**src/rtl/routing_crossbar_seq_pkg.sv**
```systemverilog
// Shared definitions for the lane routing crossbar: select-mode encodings.
package router_pkg;

    localparam logic [1:0] MODE_MANUAL = 2'b00;
    localparam logic [1:0] MODE_SCAN   = 2'b01;
    localparam logic [1:0] MODE_ROTATE = 2'b10;
    localparam logic [1:0] MODE_FREEZE = 2'b11;

endpackage

```
**src/rtl/routing_crossbar_seq_if.sv**
```systemverilog
// Lane bus between the switch/button inputs and the crossbar: source lanes, selects,
// mode control and the registered destination lanes with their status.
interface routing_crossbar_seq_if #(
    parameter int unsigned N = 4,
    parameter int unsigned W = 4
);
    localparam int unsigned SW = (N > 1) ? $clog2(N) : 1;

    logic [N*W-1:0] din;
    logic [SW-1:0]  src_sel;
    logic [SW-1:0]  dst_sel;
    logic           en;
    logic [1:0]     mode;
    logic [N*W-1:0] dout;
    logic [SW-1:0]  active_src;
    logic [SW-1:0]  active_dst;
    logic           tick;

    modport master (
        output din, src_sel, dst_sel, en, mode,
        input  dout, active_src, active_dst, tick
    );

    modport slave (
        input  din, src_sel, dst_sel, en, mode,
        output dout, active_src, active_dst, tick
    );
endinterface

```
**src/rtl/routing_crossbar_seq_prescaler.sv**
```systemverilog
// Free-running scan prescaler: counts 0..DIV-1 and flags the last count with a registered tick.
module prescaler #(
    parameter int unsigned DIV = 100000000
) (
    input  logic clk,
    input  logic rst,
    output logic tick
);
    localparam int unsigned CW   = (DIV > 1) ? $clog2(DIV) : 1;
    localparam logic [CW-1:0] LAST = CW'(DIV - 1);

    logic [CW-1:0] r_cnt;
    logic [CW-1:0] w_cnt_next;
    logic          r_tick;

    assign w_cnt_next = (r_cnt == LAST) ? '0 : r_cnt + CW'(1);

    // tick mirrors "count == DIV-1" so it is computed from the next count
    always_ff @(posedge clk or posedge rst) begin
        if (rst) begin
            r_cnt  <= '0;
            r_tick <= 1'b0;
        end else begin
            r_cnt  <= w_cnt_next;
            r_tick <= (w_cnt_next == LAST);
        end
    end

    assign tick = r_tick;
endmodule

```
**src/rtl/routing_crossbar_seq.sv**
```systemverilog
// Registered N-lane crossbar: routes one source lane to one destination lane, with
// manual, scanning, rotating and frozen select modes.
module routing_crossbar_seq
    import router_pkg::*;
#(
    parameter int unsigned N    = 4,
    parameter int unsigned W    = 4,
    parameter int unsigned DIV  = 100000000,
    parameter int unsigned HOLD = 0
) (
    input  logic                  clk,
    input  logic                  rst,
    routing_crossbar_seq_if.slave bus
);
    localparam int unsigned SW = (N > 1) ? $clog2(N) : 1;

    logic          w_tick;
    logic [SW-1:0] r_scan;
    logic [SW-1:0] r_src;
    logic [SW-1:0] r_dst;
    logic [SW-1:0] w_scan_next;
    logic [W-1:0]  w_din [N];
    logic [W-1:0]  r_lane [N];
    logic [W-1:0]  w_src_lane;

    prescaler #(.DIV(DIV)) u_prescaler (
        .clk  (clk),
        .rst  (rst),
        .tick (w_tick)
    );

    assign w_scan_next = r_scan + SW'(1);

    // Select state; SCAN and ROTATE share one scan index so mode switches never jump
    always_ff @(posedge clk or posedge rst) begin
        if (rst) begin
            r_scan <= '0;
            r_src  <= '0;
            r_dst  <= '0;
        end else begin
            case (bus.mode)
                MODE_MANUAL: begin
                    r_src <= bus.src_sel;
                    r_dst <= bus.dst_sel;
                end
                MODE_SCAN: begin
                    if (w_tick) begin
                        r_scan <= w_scan_next;
                        r_src  <= w_scan_next;
                        r_dst  <= w_scan_next;
                    end
                end
                MODE_ROTATE: begin
                    if (w_tick) begin
                        r_scan <= w_scan_next;
                        r_src  <= w_scan_next;
                        r_dst  <= w_scan_next + SW'(1);
                    end
                end
                default: ;
            endcase
        end
    end

    assign w_src_lane = w_din[r_src];

    // Lane registers route from the currently applied select, giving the two-cycle select latency
    for (genvar i = 0; i < N; i++) begin : g_lane
        assign w_din[i] = bus.din[i*W +: W];

        always_ff @(posedge clk or posedge rst) begin
            if (rst) begin
                r_lane[i] <= '0;
            end else if (bus.mode != MODE_FREEZE) begin
                if (bus.en && (r_dst == SW'(i))) begin
                    r_lane[i] <= w_src_lane;
                end else if (HOLD == 0) begin
                    r_lane[i] <= '0;
                end
            end
        end

        assign bus.dout[i*W +: W] = r_lane[i];
    end

    assign bus.active_src = r_src;
    assign bus.active_dst = r_dst;
    assign bus.tick       = w_tick;
endmodule

```
**src/flat_wrapper.sv**
```systemverilog
// flat-port wrapper written by rule: the top's interface ports become plain ports
module routing_crossbar_seq_flat import router_pkg::*;
#(
    parameter int unsigned N    = 4,
    parameter int unsigned W    = 4,
    parameter int unsigned DIV  = 100000000,
    parameter int unsigned HOLD = 0
)
  (clk, rst, bus_din, bus_src_sel, bus_dst_sel, bus_en, bus_mode, bus_dout, bus_active_src, bus_active_dst, bus_tick);
  routing_crossbar_seq_if #(.N(N), .W(W)) bus_i ();
  input  logic clk;
  input  logic rst;
  input wire logic [$bits(bus_i.din)-1:0] bus_din;
  input wire logic [$bits(bus_i.src_sel)-1:0] bus_src_sel;
  input wire logic [$bits(bus_i.dst_sel)-1:0] bus_dst_sel;
  input wire logic [$bits(bus_i.en)-1:0] bus_en;
  input wire logic [$bits(bus_i.mode)-1:0] bus_mode;
  output wire logic [$bits(bus_i.dout)-1:0] bus_dout;
  output wire logic [$bits(bus_i.active_src)-1:0] bus_active_src;
  output wire logic [$bits(bus_i.active_dst)-1:0] bus_active_dst;
  output wire logic [$bits(bus_i.tick)-1:0] bus_tick;
  assign bus_i.din = bus_din;
  assign bus_i.src_sel = bus_src_sel;
  assign bus_i.dst_sel = bus_dst_sel;
  assign bus_i.en = bus_en;
  assign bus_i.mode = bus_mode;
  assign bus_dout = bus_i.dout;
  assign bus_active_src = bus_i.active_src;
  assign bus_active_dst = bus_i.active_dst;
  assign bus_tick = bus_i.tick;
  routing_crossbar_seq #(.N(N), .W(W), .DIV(DIV), .HOLD(HOLD)) u_core (.clk(clk), .rst(rst), .bus(bus_i));
endmodule
```
**config.mk**
```make
export PLATFORM = sky130hd
export DESIGN_NAME = routing_crossbar_seq_flat
export DESIGN_NICKNAME = d
export VERILOG_FILES = /design/src/rtl/routing_crossbar_seq_pkg.sv /design/src/rtl/routing_crossbar_seq_if.sv /design/src/rtl/routing_crossbar_seq_prescaler.sv /design/src/rtl/routing_crossbar_seq.sv /design/src/flat_wrapper.sv
export SDC_FILE = /design/constraint.sdc
export NUM_CORES = 1
export LEC_CHECK = 0
export ABC_AREA = 0
export CORE_AREA = 2 2 84 86
export DETAILED_ROUTE_END_ITERATION = 8
export DIE_AREA = 0 0 86 88
export GPL_TIMING_DRIVEN = 0
export HOLD_SLACK_MARGIN = 0.06
export SYNTH_ARGS = -nofsm -noshare
export SYNTH_HDL_FRONTEND = slang
export SYNTH_SLANG_ARGS = --single-unit
```
**constraint.sdc**
```tcl
create_clock -name clk -period 3.34 [get_ports clk]
set_input_delay 0.334 -clock clk [delete_from_list [all_inputs] [get_ports clk]]
set_output_delay 0.334 -clock clk [all_outputs]
set_load 0.01 [all_outputs]
```
**Word-level counts from Yosys, hierarchy flattened**

Cells that the tools add are included.

- Bits of input ports: 25
- Word-level logic and storage cells: 49
- Output and inout port bits: 21
- Flip-flop bits (word level): 50

- Add/subtract/negate cells: 3
- Equal/unequal tests: 11
- Reductions and logical operators: 12
- Magnitude comparators: 1
- Muxes and demuxes: 12
- Bitwise operators: 1

Operators with widths:

| cell | number |
|---|---|
| $eq 27x27->1 const B | 2 |
| $add 27x1->27 const B | 1 |
| $mux 27 | 1 |
| $mux 4 | 6 |
| $bmux 4 s2 | 1 |
| $eq 2x2->1 const B | 3 |
| $ne 2x2->1 const B | 3 |
| $pmux 2 s3 | 1 |
| $add 2x1->2 const B | 2 |
| $eq 2x1->1 const B | 2 |
| $logic_and 1x1->1 | 4 |
| $logic_not 2->1 | 2 |
| $mux 2 | 2 |
| $pmux 2 s2 | 1 |
| $reduce_and 2->1 | 2 |
| $ge 3x3->1 const B | 1 |
| $not 2->3 | 1 |
| $reduce_and 3->1 | 1 |
| $reduce_bool 3->1 | 1 |
| $ne 2x1->1 const B | 1 |
| $reduce_bool 2->1 | 1 |
| $reduce_or 2->1 | 1 |

**Longest topological paths before layout**

Gate-level depths: netlist (run 1).

- Depth in word-level cells: 5
- Gate-level depth with buffers: 8
- Gate-level depth less buffers: 7

**By module**

A second synthesis (run 1) with hierarchy kept.

- Cell total of the unflattened synthesis: 259
- Area total of the unflattened synthesis: 2688.8 um2

Modules (own cells, without submodules):

| module | area each (um2) | cells each | instances |
|---|---|---|---|
| prescaler | 1611.5 | 175 | 1 |
| routing_crossbar_seq | 1077.3 | 84 | 1 |

**Worst setup path before layout (run 1)**

No wires, ideal clock.

- Path kind: register to register
- Start point: reg u_core.u_prescaler.r_cnt[3]
- End point: reg u_core.u_prescaler.r_tick, in the netlist u_core.u_prescaler.tick
- Path buffers: 0
- Arrival: 2.048 ns
- Setup time: 0.096 ns
- Stages on the path, launching flop included: 7
- Required time: 3.244 ns
- Setup slack: 1.196 ns
- Path through: dfrtp_1 -> nand4_4 -> or4_4 -> nor4_4 -> xnor2_1 -> or3_1 -> nor4_2

- Cells in the longest elaborated chain, start to end: 3
- Elaborated cells between the ends (all ways): 4
- Classes of those cells: add/sub: 1; eq/ne: 2; mux: 1

Ends and longest elaborated chain:

| item | line | source |
|---|---|---|
| start: declaration | routing_crossbar_seq_prescaler.sv:12 | `logic [CW-1:0] r_cnt;` |
| start signal: assignment | routing_crossbar_seq_prescaler.sv:24 | `r_cnt <= w_cnt_next;` |
| $add 27x1->27 or $eq 27x27->1 (tied branches) | routing_crossbar_seq_prescaler.sv:16 | `assign w_cnt_next = (r_cnt == LAST) ? '0 : r_cnt + CW'(1);` |
| $mux 27 * | routing_crossbar_seq_prescaler.sv:16 |  |
| $eq 27x27->1 * | routing_crossbar_seq_prescaler.sv:25 | `r_tick <= (w_cnt_next == LAST);` |
| end signal: assignment | routing_crossbar_seq_prescaler.sv:25 |  |
| end: declaration | routing_crossbar_seq_prescaler.sv:14 | `logic r_tick;` |

Every way passes the cells marked *; elsewhere a longest branch is shown, timed or not.
A chain may end at the register's enable or synchronous reset.

**Worst setup path after layout (run 1)**

- Start point: reg u_core.u_prescaler.r_cnt[19]
- End point: reg u_core.u_prescaler.r_cnt[16]

- Cells in the longest elaborated chain, start to end: 2

Ends and longest elaborated chain:

| item | line | source |
|---|---|---|
| $eq 27x27->1 | routing_crossbar_seq_prescaler.sv:16 |  |
| $mux 27 | routing_crossbar_seq_prescaler.sv:16 |  |
| via u_core.u_prescaler.w_cnt_next[16] | routing_crossbar_seq_prescaler.sv:13 | `logic [CW-1:0] w_cnt_next;` |

The timed path passes the listed nets, and every way through them passes these cells.

==> metrics.md, run 1 <==
| Metric | Value |
|---|---|
| Post-CTS Resized | 0 |
| Placer Congestion | 0.7882 |
| Yosys reg bits | 50 |
| Std-Cell Rows | 30 |
| LEAKAGE | 1.402 nW |
| # setup viols final | 0 |
| Worst-path clk slew | 100 ps |
| Maximum net fanout on the critical path | 10 |
| Syn Area/Cell | 10.63 µm² |
| Share of layout cells above drive strength 1 | 11.33% |
| Gate power share | 18.0% |
| Fin Setup TNS | 0 ps |
| Worst EP required | 3520 ps |
| Seq/Total Area, Yosys | 47.87% |
| Syn nets | 276 |
| Max-slew headroom | 46.48% |
| Initial antenna violation count | 0 |
| Total gr overflow | 0 |
| DRC errors left | 0 |
| Setup Crit Path Kind | reg -> reg |
| Final layout net count | 329 |
| Hold WS | 325.5 ps |
| EDFF count, synth | 0 |
| Worst stage delay on the critical path | 650 ps |
| DRT Wirelength | 5981 µm |
| Buffers on Ports | 45 |
| Fin. max-slew vios | 0 |
| Worst min-delay path class | in -> async |
| Crit path to | u_core.u_prescaler.r_cnt[16] |
| Min Tclk post-route | 2608 ps |
| Vias in the first global route | 1986 |
| Cells along the critical path | nor4_1 -> nand3_1 -> or4_2 -> nor2_2 -> clkbuf_1 -> nor2_1 |
| All-Layer GR Usage | 16.86% |
| Clk root buf | clkbuf_8 |
| Power per cell area | 383.4 nW/µm² |
| # IOs | 46 |
| Antenna Violating Nets Remaining | 0 |
| Syn. warnings | 0 |
| Iteration-0 DRC Markers | 93 |
| Max frequency | 383.4 MHz |
| H-tree levels | 2 |
| Worst Setup Start Kind | flip-flop |
| First-pass GRT wire length | 10030 µm |
| Die H | 88 µm |
| Die span in x | 86 µm |
| Fin util | 49.32% |
| Fin crit share | 78.09% |
| Reg-to-reg startpoint | u_core.u_prescaler.r_cnt[19] |
| Clock tree buffer depth | 2 |
| Routed vias | 2001 |
| Place WS | 726.1 ps |
| Largest net degree at the start of global routing | 35 |
| Placed wire-length estimate | 4435 µm |
| R2R Setup Slk | 730 ps |
| Status | finished clean |
| Post-synth top flop | dfrtp_1 |
| FILL cells | 623 |
| VDD IR max | 0.1694 mV |
| DIE AREA | 7568 µm² |
| Ant diodes | 0 |
| Postcts setup bufs | 0 |
| Clock share of power | 29.7% |
| Setup crit start | u_core.u_prescaler.r_cnt[19] |
| Number of vias per cell | 5.266 |
| Max Cap Violations | 0 |
| Switching share of total power | 27.57% |
| Wirelength per Cell | 15.74 µm |
| Async S/R FF share, synth | 100.0% |
| Worst slew pin tran | 791.6 ps |
| Post-Syn Area | 2614 µm² |
| Hold Fails Final Rpt | 0 |
| Clock skew | 9.165 ps |
| CTS tree | done |
| Syn-to-layout area delta | 25.37% |
| Cell-internal power | 0.9099 mW |
| Commonest non-fill, non-tap cells in the layout | dfrtp_1, clkdlybuf4s50_1, nor2_1 |
| Synth cell types | 47 |
| NetSw | 0.3464 mW |
| CTS Buf Count | 5 |
| Cts hold-fix bufs | 0 |
| Clk sinks | 50 |
| Worst-case reg-to-reg path depth | 6 |
| CP Capture Type | flip-flop |
| Initial Util | 39.34% |
| Setup ws final | 731.8 ps |
| Sequential power share | 52.3% |
| Area of the core | 6644 µm² |
| Mapped Cells | 246 |
| RSZ-0062 raised after global routing | false |
| WP data arrival | 2790 ps |
| Crit-path slowest cell | or4_2 |
| Reg2reg end | u_core.u_prescaler.r_cnt[16] |
| Commonest non-fill, non-tap cell in the layout | dfrtp_1 |
| Worst skew pair latency | 310 ps |
| Initial DRT Pass Iterations | 4 |
synthesized netlist by cell type, types with 2 or more instances:
cell,instances,area (µm²)
nor3b_1,2,15.01
buf_4,3,22.52
nand2b_1,2,12.51
xnor2_1,14,122.6
and3_1,3,18.77
o211ai_1,2,15.01
o21ai_0,3,15.01
and3_2,2,15.01
and4_1,2,17.52
nand2_1,13,48.80
nand3_1,16,80.08
a21oi_1,5,25.02
nand4_1,6,37.54
a22o_1,16,140.1
nor2_1,27,101.4
ha_1,5,62.56
nor4b_1,2,17.52
nor4_1,5,31.28
or3_2,2,15.01
inv_1,6,22.52
clkbuf_1,8,30.03
xor2_1,15,131.4
nor2b_1,4,25.02
mux4_2,4,90.09
dfrtp_1,50,1251
nor3_1,7,35.03
a31oi_1,2,12.51
metal layers:
metal | up-vias | GRT usage (%) | part of all wire, %
met5 | - | 0 | 0
met4 | 0 | 4.762 | 1.3
met3 | 7 | 2.733 | 3.0
met2 | 31 | 26.71 | 45
met1 | 980 | 24.00 | 51
li1 | 983 | - | -
worst min-delay path by stage:
| stage | startpoint | endpoint | depth (start not counted) |
|---|---|---|---|
| 2_1_floorplan | u_core.u_prescaler.r_cnt[0] | u_core.u_prescaler.r_cnt[0] | 1 |
| 3_3_place_gp | u_core.u_prescaler.r_cnt[0] | u_core.u_prescaler.r_cnt[0] | 1 |
| 3_5_place_dp | u_core.u_prescaler.r_cnt[0] | u_core.u_prescaler.r_cnt[0] | 1 |
| 4_1_cts | rst | u_core.u_prescaler.r_cnt[21] | 2 |
| 5_1_grt | rst | u_core.u_prescaler.r_cnt[21] | 2 |
| 6_report | rst | u_core.u_prescaler.r_cnt[18] | 2 |
worst max-delay path, delay by kind of cell (launching register included):
kind	cells	cell delay, ps
buf+inv	1	430
simple gates	5	1570
flops	1	480
cell type report:
cell class                 count  area, µm²  share of cell area (%)
multi-input combinational    177       1271                   38.79
sequential                    50       1251                   38.18
buffer                        13      68.82                   2.100
tap                           80      100.1                   3.055
inverter                       6      22.52                  0.6873
timing repair buffer          46      470.5                   14.36
clock inverter                 3      23.77                  0.7255
clock buffer                   5      68.82                   2.100
state kept, by name, summed over array words and instances (netlist names):
register                  flops
u_core.bus.dout              16
u_core.u_prescaler.r_cnt     27
u_core.r_scan                 2
u_core.u_prescaler.tick       1
u_core.bus.active_src         2
u_core.bus.active_dst         2
metrics by stage:
stage | std cells | instance area [µm²] | total power, mW
6_report | 380 | 3277 | 1.256
5_1_grt | 380 | 3277 | 1.316
4_1_cts | 380 | 3277 | 1.271
3_5_place_dp | 372 | 3184 | 0.9001
3_3_place_gp | 371 | 3164 | 0.8940
2_1_floorplan | 246 | 2614 | 0.7767
cell families (layout without fill, tap and decap cells):
kind of cell	Yosys count	count (layout)	synth area share [%]
compound gates	34	34	9.909
fa+ha+maj	5	5	2.393
buf+inv	19	73	3.494
mux	5	5	3.878
xor+xnor	29	29	9.718
flops	50	50	47.87
simple gates	104	104	22.74
power by group through the flow:
stage | registers (mW) | logic (mW) | clock network [mW]
2_1_floorplan | 0.678 | 0.0986 | 0
3_3_place_gp | 0.669 | 0.225 | 0
3_5_place_dp | 0.670 | 0.230 | 0
4_1_cts | 0.657 | 0.231 | 0.382
5_1_grt | 0.662 | 0.247 | 0.407
6_report | 0.657 | 0.226 | 0.373
Note: power is estimated with default switching activity, not from simulation.
==> run 2, diff against run 1 <==
clock period = 2.6 ns   (was 3.34 ns; I/O delays follow)
==> metrics.md, run 2 (synthesis gave the netlist of run 1 again) <==
| Metric | Value |
|---|---|
| LEAKAGE | 1.406 nW (was 1.402 nW) |
| Placed Area | 3184 µm² (unchanged) |
| Die H | 88 µm (unchanged) |
| Reg area | 1251 µm² (unchanged) |
| DIE AREA | 7568 µm² (unchanged) |
| Met2 GRT Util | 26.71% (unchanged) |
| Setup Crit Path Kind | reg -> reg (unchanged) |
| RSZ-0062 raised after global routing | false (unchanged) |
| CTS Buf Count | 5 (unchanged) |
| Max FFs per register | 27 (unchanged) |
| Worst-case reg-to-reg path depth | 7 (was 6) |
| CTS tree | done (unchanged) |
| Initial DRT Pass Iterations | 4 (unchanged) |
| Grt peak-use layer | met2 (unchanged) |
| Max frequency | 399.3 MHz (was 383.4 MHz) |
| Iteration-0 DRC Markers | 95 (was 93) |
| Initial Util | 39.34% (unchanged) |
| Maximum net fanout on the critical path | 10 (unchanged) |
| Final layout net count | 329 (unchanged) |
| Reg-to-reg startpoint | u_core.u_prescaler.r_cnt[2] (was u_core.u_prescaler.r_cnt[19]) |
| Postcts setup bufs | 0 (unchanged) |
| Status | finished clean (unchanged) |
| Share of layout cells above drive strength 1 | 11.67% (was 11.33%) |
| Clock tree buffer depth | 2 (unchanged) |
| Area of the core | 6644 µm² (unchanged) |
| Crit path to | u_core.u_prescaler.tick (was u_core.u_prescaler.r_cnt[16]) |
| # IOs | 46 (unchanged) |
| FILL cells | 622 (was 623) |
| Clk sinks | 50 (unchanged) |
| # setup viols final | 0 (unchanged) |
| Area of the multi-input gates | 1276 µm² (was 1271 µm²) |
| Post-route cell area | 3283 µm² (was 3277 µm²) |
| Hold Fails Final Rpt | 0 (unchanged) |
| Std-Cell Rows | 30 (unchanged) |
| CP Capture Type | flip-flop (unchanged) |
| DRT Wirelength | 5983 µm (was 5981 µm) |
| Worst min-delay path class | in -> async (unchanged) |
| Placed wire-length estimate | 4435 µm (unchanged) |
| GR Util met3 | 2.733% (unchanged) |
| All-Layer GR Usage | 16.86% (unchanged) |
| Max Cap Violations | 0 (unchanged) |
| R2R Setup Slk | 100 ps (was 730 ps) |
| First-pass GRT wire length | 10030 µm (unchanged) |
| Vias in the first global route | 1986 (unchanged) |
| Worst slew pin tran | 791.6 ps (unchanged) |
| Setup crit start | u_core.u_prescaler.r_cnt[2] (was u_core.u_prescaler.r_cnt[19]) |
| DRC errors left | 0 (unchanged) |
| Fin crit share | 96.33% (was 78.09%) |
| H-tree levels | 2 (unchanged) |
| Reg2reg end | u_core.u_prescaler.tick (was u_core.u_prescaler.r_cnt[16]) |
| Syn-to-layout area delta | 25.61% (was 25.37%) |
| Number of vias per cell | 5.266 (unchanged) |
| Ant diodes | 0 (unchanged) |
| WP data arrival | 2720 ps (was 2790 ps) |
| Min Tclk post-route | 2505 ps (was 2608 ps) |
| Clk root buf | clkbuf_8 (unchanged) |
| Routed vias | 2001 (unchanged) |
| Met1 usage | 24.00% (unchanged) |
| Clock skew | 8.474 ps (was 9.165 ps) |
| Commonest non-fill, non-tap cells in the layout | dfrtp_1, clkdlybuf4s50_1, nor2_1 (unchanged) |
| Power per cell area | 492.4 nW/µm² (was 383.4 nW/µm²) |
| Die span in x | 86 µm (unchanged) |
| Worst Setup Start Kind | flip-flop (unchanged) |
| VDD IR max | 0.2182 mV (was 0.1694 mV) |
| Worst skew pair latency | 310 ps (about the same) |
| Max-slew headroom | 46.48% (unchanged) |
| Total power | 1.616 mW (was 1.256 mW) |
| Buffers on Ports | 45 (unchanged) |
| Largest Register | u_core.u_prescaler.r_cnt (unchanged) |
| Antenna Violating Nets Remaining | 0 (unchanged) |
| Placer Congestion | 0.7882 (unchanged) |
| Wirelength per Cell | 15.74 µm (about the same) |
| Fin. max-slew vios | 0 (unchanged) |
| Largest net degree at the start of global routing | 35 (unchanged) |
| Total gr overflow | 0 (unchanged) |
| Worst-path clk slew | 100 ps (about the same) |
| Worst EP required | 2810 ps (was 3520 ps) |
| Fin util | 49.42% (was 49.32%) |
| Initial antenna violation count | 0 (unchanged) |
| Commonest non-fill, non-tap cell in the layout | dfrtp_1 (unchanged) |
| Fin Setup TNS | 0 ps (unchanged) |
==> run 2: power breakdown <==
part           internal, mW  leakage (nW)  switching [mW]
Sequential            0.813         0.670          0.0303
Combinational         0.163         0.695           0.128
Clock                 0.193        0.0408           0.289
Total                  1.17          1.41           0.448
==> run 2: cell type report <==
class | instances | area share (%)
repair buffers | 46 | 14.33
inverters | 6 | 0.6860
flip-flops and latches | 50 | 38.11
multi-input cells | 177 | 38.87
well taps | 80 | 3.049
clock buffers | 5 | 2.096
plain buffers | 13 | 2.134
clock inverters | 3 | 0.7241
==> run 2: worst min path at each step <==
stage	startpoint	endpoint
2_1_floorplan	bus_dst_sel[1]	u_core.bus.active_dst[1]
3_3_place_gp	u_core.u_prescaler.r_cnt[0]	u_core.u_prescaler.r_cnt[0]
3_5_place_dp	u_core.u_prescaler.r_cnt[0]	u_core.u_prescaler.r_cnt[0]
4_1_cts	rst	u_core.u_prescaler.r_cnt[21]
5_1_grt	rst	u_core.u_prescaler.r_cnt[21]
6_report	rst	u_core.u_prescaler.r_cnt[21]
==> run 2: through the flow <==
step	hold slack, ps	setup WS (ps)	instances
floorplan	414.6	456.5	246
global placement	477.0	-23.59	371
detailed placement	479.2	-13.88	372
CTS	263.3	118.9	380
global route	303.5	13.18	380
finish	250.3	95.39	380
==> run 2: what timing repair did <==
item | CTS | global route
gates resized for setup | 1 | 1
cloned | 0 | 0
hold buffers | 0 | 0
endpoints found under the setup margin | 8 | 10
==> run 2: routing by layer <==
metal | vias to the layer above | wire [µm]
met5 | - | 0
li1 | 984 | -
met4 | 0 | 74
met1 | 979 | 3046
met3 | 7 | 179
met2 | 31 | 2683
==> run 2: worst max-delay path, stage by stage, from the launching register on <==
cell,delay [ps]
dfrtp_1,410
nand3_1,220
nor4_1,500
buf_2,320
nand3_1,120
xor2_1,170
or3_2,430
nor4_2,240
